===== config.mk =====
export PLATFORM = sky130hd
export DESIGN_NAME = filter_peak_capture
export DESIGN_NICKNAME = d
export VERILOG_FILES = /design/src/rtl/peak_capture_pkg.sv /design/src/rtl/peak_event_slot.sv /design/src/rtl/filter_peak_capture.sv
export SDC_FILE = /design/constraint.sdc
export NUM_CORES = 1
export LEC_CHECK = 0
export BUFFER_PORTS_ARGS = -buffer_cell sky130_fd_sc_hd__buf_2
export CAP_MARGIN = 10
export CORE_ASPECT_RATIO = 0.7
export CORE_MARGIN = 3
export CORE_UTILIZATION = 30
export CTS_BUF_LIST = sky130_fd_sc_hd__clkbuf_4 sky130_fd_sc_hd__clkbuf_8
export CTS_CLUSTER_DIAMETER = 120
export CTS_CLUSTER_SIZE = 16
export DETAILED_ROUTE_END_ITERATION = 7
export PLACE_DENSITY = 0.49
export SLEW_MARGIN = 0
export SYNTH_ARGS = -nofsm -noshare
export SYNTH_HDL_FRONTEND = slang
export SYNTH_SLANG_ARGS = --single-unit

===== constraint.sdc =====
create_clock -name clk -period 3.1 [get_ports clk]
set_input_delay 0.465 -clock clk [delete_from_list [all_inputs] [get_ports clk]]
set_output_delay 0.465 -clock clk [all_outputs]
set_load 0.03 [all_outputs]

===== src/rtl/peak_capture_pkg.sv =====
// Shared types and constants for the filter peak capture stage.
// DATA_W tracks the ADC width and trapezoid M length of the v10 filter.
package peak_capture_pkg;

  // Values mirrored from package_settings / v10_filter_parameters.
  localparam int SIZE_ADC_DATA  = 14;
  localparam int M_LENGTH_VAR10 = 7;
  localparam int DATA_W = SIZE_ADC_DATA + M_LENGTH_VAR10 + 1;
  localparam int TS_W   = 32;

  localparam int FLAG_TOO_LONG = 0;
  localparam int FLAG_PILE_UP  = 1;

  typedef enum logic [1:0] {
    IDLE,
    TRACK,
    HOLD
  } pc_state_t;

  typedef struct packed {
    logic signed [DATA_W-1:0] amp;
    logic [TS_W-1:0]          stamp;
    logic [1:0]               flags;
  } peak_event_t;

  function automatic logic [1:0] mk_flags(
    input logic too_long,
    input logic pile_up
  );
    logic [1:0] f;
    f = '0;
    f[FLAG_TOO_LONG] = too_long;
    f[FLAG_PILE_UP]  = pile_up;
    return f;
  endfunction

endpackage


===== src/rtl/peak_event_slot.sv =====
// Single-entry event register towards the readout FIFO.
// Holds one event under valid/ready; drops and counts overflow events.
module peak_event_slot
  import peak_capture_pkg::*;
#(
  parameter int LOST_W = 16
) (
  input  logic              clk,
  input  logic              reset,
  input  logic              emit,
  input  peak_event_t       ev,
  input  logic              out_ready,
  output logic              out_valid,
  output peak_event_t       payload,
  output logic [LOST_W-1:0] lost_cnt
);

  logic take;
  logic drop;

  // A free slot or a same-cycle accept lets the new event in.
  assign take = emit && (!out_valid || out_ready);
  assign drop = emit && out_valid && !out_ready;

  // Slot contents and valid flag.
  always_ff @(posedge clk or negedge reset) begin
    if (!reset) begin
      out_valid <= 1'b0;
      payload   <= '0;
    end else if (take) begin
      out_valid <= 1'b1;
      payload   <= ev;
    end else if (out_valid && out_ready) begin
      out_valid <= 1'b0;
    end
  end

  // Saturating count of events lost to a stalled consumer.
  always_ff @(posedge clk or negedge reset) begin
    if (!reset) begin
      lost_cnt <= '0;
    end else if (drop && lost_cnt != '1) begin
      lost_cnt <= lost_cnt + LOST_W'(1);
    end
  end

endmodule


===== src/rtl/filter_peak_capture.sv =====
// Pulse finder behind the trapezoidal filter.
// Tracks each pulse's peak and hands one event per pulse to the slot.
module filter_peak_capture
  import peak_capture_pkg::*;
#(
  parameter int THRESHOLD = 512,
  parameter int HYST      = 64,
  parameter int HOLDOFF   = 16,
  parameter int MAX_WIDTH = 255,
  parameter int LOST_W    = 16
) (
  input  logic                     clk,
  input  logic                     reset,
  input  logic signed [DATA_W-1:0] filter_data,
  input  logic                     out_ready,
  output logic                     out_valid,
  output logic signed [DATA_W-1:0] peak_amp,
  output logic [TS_W-1:0]          peak_time,
  output logic [1:0]               peak_flags,
  output logic                     busy,
  output logic [LOST_W-1:0]        lost_cnt
);

  localparam int WID_W = $clog2(MAX_WIDTH + 1);
  localparam int HC_W  = (HOLDOFF > 1) ? $clog2(HOLDOFF) : 1;

  localparam logic signed [DATA_W:0] ARM_LVL =
    (DATA_W+1)'(THRESHOLD);
  localparam logic signed [DATA_W:0] END_LVL =
    (DATA_W+1)'(THRESHOLD - HYST);
  localparam logic [WID_W-1:0] WID_MAX = WID_W'(MAX_WIDTH);
  localparam logic [HC_W-1:0]  HC_LAST =
    HC_W'((HOLDOFF > 1) ? HOLDOFF - 1 : 0);

  logic signed [DATA_W-1:0] d_q;
  logic signed [DATA_W:0]   d_x;
  logic [TS_W-1:0]          ts;
  logic [TS_W-1:0]          t_cur;

  pc_state_t                state, state_n;
  logic signed [DATA_W-1:0] max_q, max_n;
  logic [TS_W-1:0]          tmax_q, tmax_n;
  logic [WID_W-1:0]         width_q, width_n;
  logic                     pu_q, pu_n;
  logic                     pend_q, pend_n;
  logic [HC_W-1:0]          hcnt_q, hcnt_n;

  logic                     above;
  logic                     below;
  logic                     emit;
  peak_event_t              ev;
  peak_event_t              payload;

  // d_q was captured one edge ago, so its stamp is ts minus one.
  assign t_cur = ts - TS_W'(1);
  assign d_x   = {d_q[DATA_W-1], d_q};
  assign above = d_x > ARM_LVL;
  assign below = d_x < END_LVL;
  assign busy  = (state != IDLE);

  // Input register and free-running timestamp.
  always_ff @(posedge clk or negedge reset) begin
    if (!reset) begin
      d_q <= '0;
      ts  <= '0;
    end else begin
      d_q <= filter_data;
      ts  <= ts + TS_W'(1);
    end
  end

  // FSM state and pulse tracker registers.
  always_ff @(posedge clk or negedge reset) begin
    if (!reset) begin
      state   <= IDLE;
      max_q   <= '0;
      tmax_q  <= '0;
      width_q <= '0;
      pu_q    <= 1'b0;
      pend_q  <= 1'b0;
      hcnt_q  <= '0;
    end else begin
      state   <= state_n;
      max_q   <= max_n;
      tmax_q  <= tmax_n;
      width_q <= width_n;
      pu_q    <= pu_n;
      pend_q  <= pend_n;
      hcnt_q  <= hcnt_n;
    end
  end

  // Next-state, max tracking and event emission.
  always_comb begin
    state_n  = state;
    max_n    = max_q;
    tmax_n   = tmax_q;
    width_n  = width_q;
    pu_n     = pu_q;
    pend_n   = pend_q;
    hcnt_n   = hcnt_q;
    emit     = 1'b0;
    ev.amp   = max_q;
    ev.stamp = tmax_q;
    ev.flags = mk_flags(1'b0, pu_q);
    unique case (state)
      IDLE: begin
        if (above) begin
          state_n = TRACK;
          max_n   = d_q;
          tmax_n  = t_cur;
          width_n = WID_W'(1);
          pu_n    = pend_q;
          pend_n  = 1'b0;
        end
      end
      TRACK: begin
        if (below) begin
          emit    = 1'b1;
          state_n = HOLD;
          hcnt_n  = '0;
        end else begin
          if (d_q > max_q) begin
            max_n  = d_q;
            tmax_n = t_cur;
          end
          width_n = width_q + WID_W'(1);
          if (width_n == WID_MAX) begin
            emit     = 1'b1;
            ev.amp   = max_n;
            ev.stamp = tmax_n;
            ev.flags = mk_flags(1'b1, pu_q);
            state_n  = HOLD;
            hcnt_n   = '0;
          end
        end
      end
      HOLD: begin
        if (above) begin
          pend_n = 1'b1;
        end
        if (hcnt_q == HC_LAST) begin
          state_n = IDLE;
        end else begin
          hcnt_n = hcnt_q + HC_W'(1);
        end
      end
      default: begin
        state_n = IDLE;
      end
    endcase
  end

  peak_event_slot #(
    .LOST_W(LOST_W)
  ) u_slot (
    .clk      (clk),
    .reset    (reset),
    .emit     (emit),
    .ev       (ev),
    .out_ready(out_ready),
    .out_valid(out_valid),
    .payload  (payload),
    .lost_cnt (lost_cnt)
  );

  assign peak_amp   = payload.amp;
  assign peak_time  = payload.stamp;
  assign peak_flags = payload.flags;

endmodule


==> impl_metrics.env <==
export IMPL_yosysWarnings=0
export IMPL_synth_distinct_cells=46
export IMPL_final_setup_viol_count=0
export IMPL_final_layout_size_suffix_gt1_frac=0.229
export IMPL_place_ws_ns=0.189
export IMPL_synth_top_area_frac=0.525
export IMPL_rsz0062_at_grt="false"
export IMPL_drv_slew=0
export IMPL_drt_wl_total_mm=24.2
export IMPL_cts_tree="built"
export IMPL_routed_wire_length_per_instance_um=16.9
export IMPL_post_cts_buffers=0
export IMPL_arrival_ns=3.30
export IMPL_synth_ff_latch_count=197
export IMPL_design_die_area_um2=33500
export IMPL_total_power_mw=8.23
export IMPL_synth_cells=907
export IMPL_cap_violations=0
export IMPL_crit_type="reg2reg"
export IMPL_io_pin_count=99
export IMPL_crit_required_ns=3.47
export IMPL_clock_path_buffers=2
export IMPL_chipWidth_um=217
export IMPL_tns_ns=0
export IMPL_drt_iter0_drc=385
export IMPL_htreeDepth=4
export IMPL_yosysSeqAreaShare=0.525
export IMPL_crit_chain="ha_1 -> and4_1 -> and4_1 -> o31ai_1 -> o211ai_1 -> mux2_2 -> a21oi_4 -> buf_12 -> mux2_2"
export IMPL_worst_ir_drop_vdd_v=0.000332
export IMPL_synth_top_cell_by_area="dfrtp_1"
export IMPL_power_density_nw_per_um2=744
export IMPL_hold_violations=0
export IMPL_drc=0
export IMPL_grt_start_max_net_pins=91
export IMPL_synth_ff_type="dfrtp_1"
export IMPL_start_util=0.309
export IMPL_synthMostInstantiatedCell="dfrtp_1"
export IMPL_max_stage_delay_ns=0.45
export IMPL_num_nets_final=1057
export IMPL_grt_usage=0.149
export IMPL_vias=6964
export IMPL_syn_area_um2=9390
export IMPL_synth_async_reset_ratio=1.00
export IMPL_die_h_um=154
export IMPL_start_kind="flip-flop"
export IMPL_critPathTopFamily="multiplexers"
export IMPL_seq_area_um2=4930
export IMPL_setup_ws_ns=0.174
export IMPL_gp_congestion=0.795
export IMPL_cts_hold_buffers=0
export IMPL_numCtsBuffers=17
export IMPL_synth_nets=960
export IMPL_num_antenna_cells=0
export IMPL_core_area_um2=30400
export IMPL_fmax_ghz=0.342
export IMPL_hold_worst_slack_ns=0.0508
export IMPL_io_buffers=98
export IMPL_grt_overflow=0
export IMPL_antenna_left=0
export IMPL_yosys_top_cells_area="dfrtp_1 (52%), mux2_2 (6.5%), xnor2_1 (4.3%)"
export IMPL_finClkSkew_ns=0.0197
export IMPL_layoutNonFillerInstCount=1429
export IMPL_nFillCells=3054
export IMPL_antenna_found_initial=1
export IMPL_dp_cells=1397
export IMPL_worst_pin_slew_ns=0.750
export IMPL_synth_edf_count=0
export IMPL_postSynthAreaPerCell_um2=10.4
export IMPL_clkSlewWorstSetupHoldPaths_ns=0.10
export IMPL_route_detailed_vias_per_inst=4.87
export IMPL_fin_crit_sh=0.944
export IMPL_hpwl_mm=16.4
export IMPL_multiInputGateArea_um2=4160
export IMPL_clock_sinks=197
export IMPL_p_leak_nw=5.15
export IMPL_slowest_stage="dfrtp_1"
export IMPL_fin_crit_ns=2.93
export IMPL_rows=53
export IMPL_maxSlewHeadroom=0.500
export IMPL_fin_area_um2=11100
export IMPL_cts_root_buf="clkbuf_8"
export IMPL_cp_num_buf_inv=1
export IMPL_first_pass_iters=4
export IMPL_status="finished clean"
export IMPL_placed_area_um2=10600
export IMPL_end_kind="flip-flop"
export IMPL_insertion_delay_ns=0.49
export IMPL_syn_to_final_growth_pct=17.8
export IMPL_grt_pass1_vias=7074
export IMPL_grt_first_pass_wirelength_mm=39.8
export IMPL_synth_common_cells="dfrtp_1 (197), nand2_1 (80), o21ai_0 (71)"
export IMPL_cp_max_fo=26
export IMPL_min_path_type="in2async"
export IMPL_final_core_util=0.363
-- worst paths after layout --
path                               startpoint            endpoint  slack (ns)  depth (start not counted)
min                                     reset  u_slot.payload[40]        0.05                          1
max in group asynchronous               reset   u_slot.payload[8]        2.21                          2
max                                   d_q[11]           tmax_q[3]        0.17                          9
max reg2reg                           d_q[11]           tmax_q[3]        0.17                          9
min reg2reg                u_slot.payload[32]  u_slot.payload[32]        0.48                          2
min in group clk              filter_data[13]             d_q[13]        0.07                          1
-- worst reg2reg max path, cell delays in order, from the launching register on --
cell	delay, ns
dfrtp_1	0.45
ha_1	0.32
and4_1	0.22
and4_1	0.24
o31ai_1	0.09
o211ai_1	0.20
mux2_2	0.44
a21oi_4	0.23
buf_12	0.24
mux2_2	0.37
-- area by class of cell --
type	instances	share of cell area
Timing Repair Buffer	135	0.0796
Clock buffer	19	0.0236
Multi-Input combinational cell	621	0.376
Inverter	32	0.0109
Clock inverter	13	0.0173
Sequential cell	197	0.446
Tap cell	412	0.0466
-- repair_timing --
action,in CTS,in global routing
setup endpoints to repair,0,5
hold endpoints to repair,0,0
gates resized for setup,0,2
-- layer usage --
layer,part of all wire,up-vias,global-route usage
met5,0,-,0
met4,0.0062,0,0.0298
li1,-,3389,-
met1,0.53,3467,0.226
met3,0.038,12,0.0385
met2,0.43,96,0.215
-- power breakdown --
group / switching (mW) / total, mW / internal, mW
logic: 1.80 / 2.87 / 1.07
clock network: 0.977 / 1.91 / 0.933
registers: 0.374 / 3.46 / 3.08
-- registers in the layout, indices dropped and copies added (netlist names) --
signal            cells
ts                   32
tmax_q               32
hcnt_q                4
d_q                  22
pend_q                1
u_slot.lost_cnt      16
state                 2
u_slot.payload       56
width_q               8
pu_q                  1
max_q                22
u_slot.out_valid      1
-- logic make-up after synthesis --
logic type      Yosys count  share of synthesized area
simple gates            249                      0.130
mux                      59                     0.0702
compound gates          207                      0.127
xor+xnor                 78                     0.0735
flops                   197                      0.525
fa+ha+maj                28                     0.0373
buf+inv                  89                     0.0365
-- cell usage in the layout, fill, tap and decap left out, types with 2 or more instances in the layout --
cell / n
or4_1: 2
nor2_1: 49
a21oi_1: 63
xnor2_1: 46
a21boi_0: 2
buf_4: 28
nor3_1: 14
bufinv_16: 4
inv_6: 5
nand3_1: 29
nand4_1: 13
o31ai_1: 33
o21ai_1: 2
a31oi_1: 26
buf_12: 8
nand2b_1: 7
clkinvlp_4: 3
a221oi_1: 2
clkbuf_8: 20
or3_1: 6
mux2i_1: 3
o21ai_0: 71
and2_0: 2
ha_1: 28
or4_4: 2
nor2b_1: 2
and4_1: 10
nand2_1: 79
mux2_2: 54
and2_1: 2
xor2_1: 31
and3_1: 11
inv_1: 32
buf_2: 97
dfrtp_1: 197
nor4_1: 13
Power figures use the tool's default switching activity.
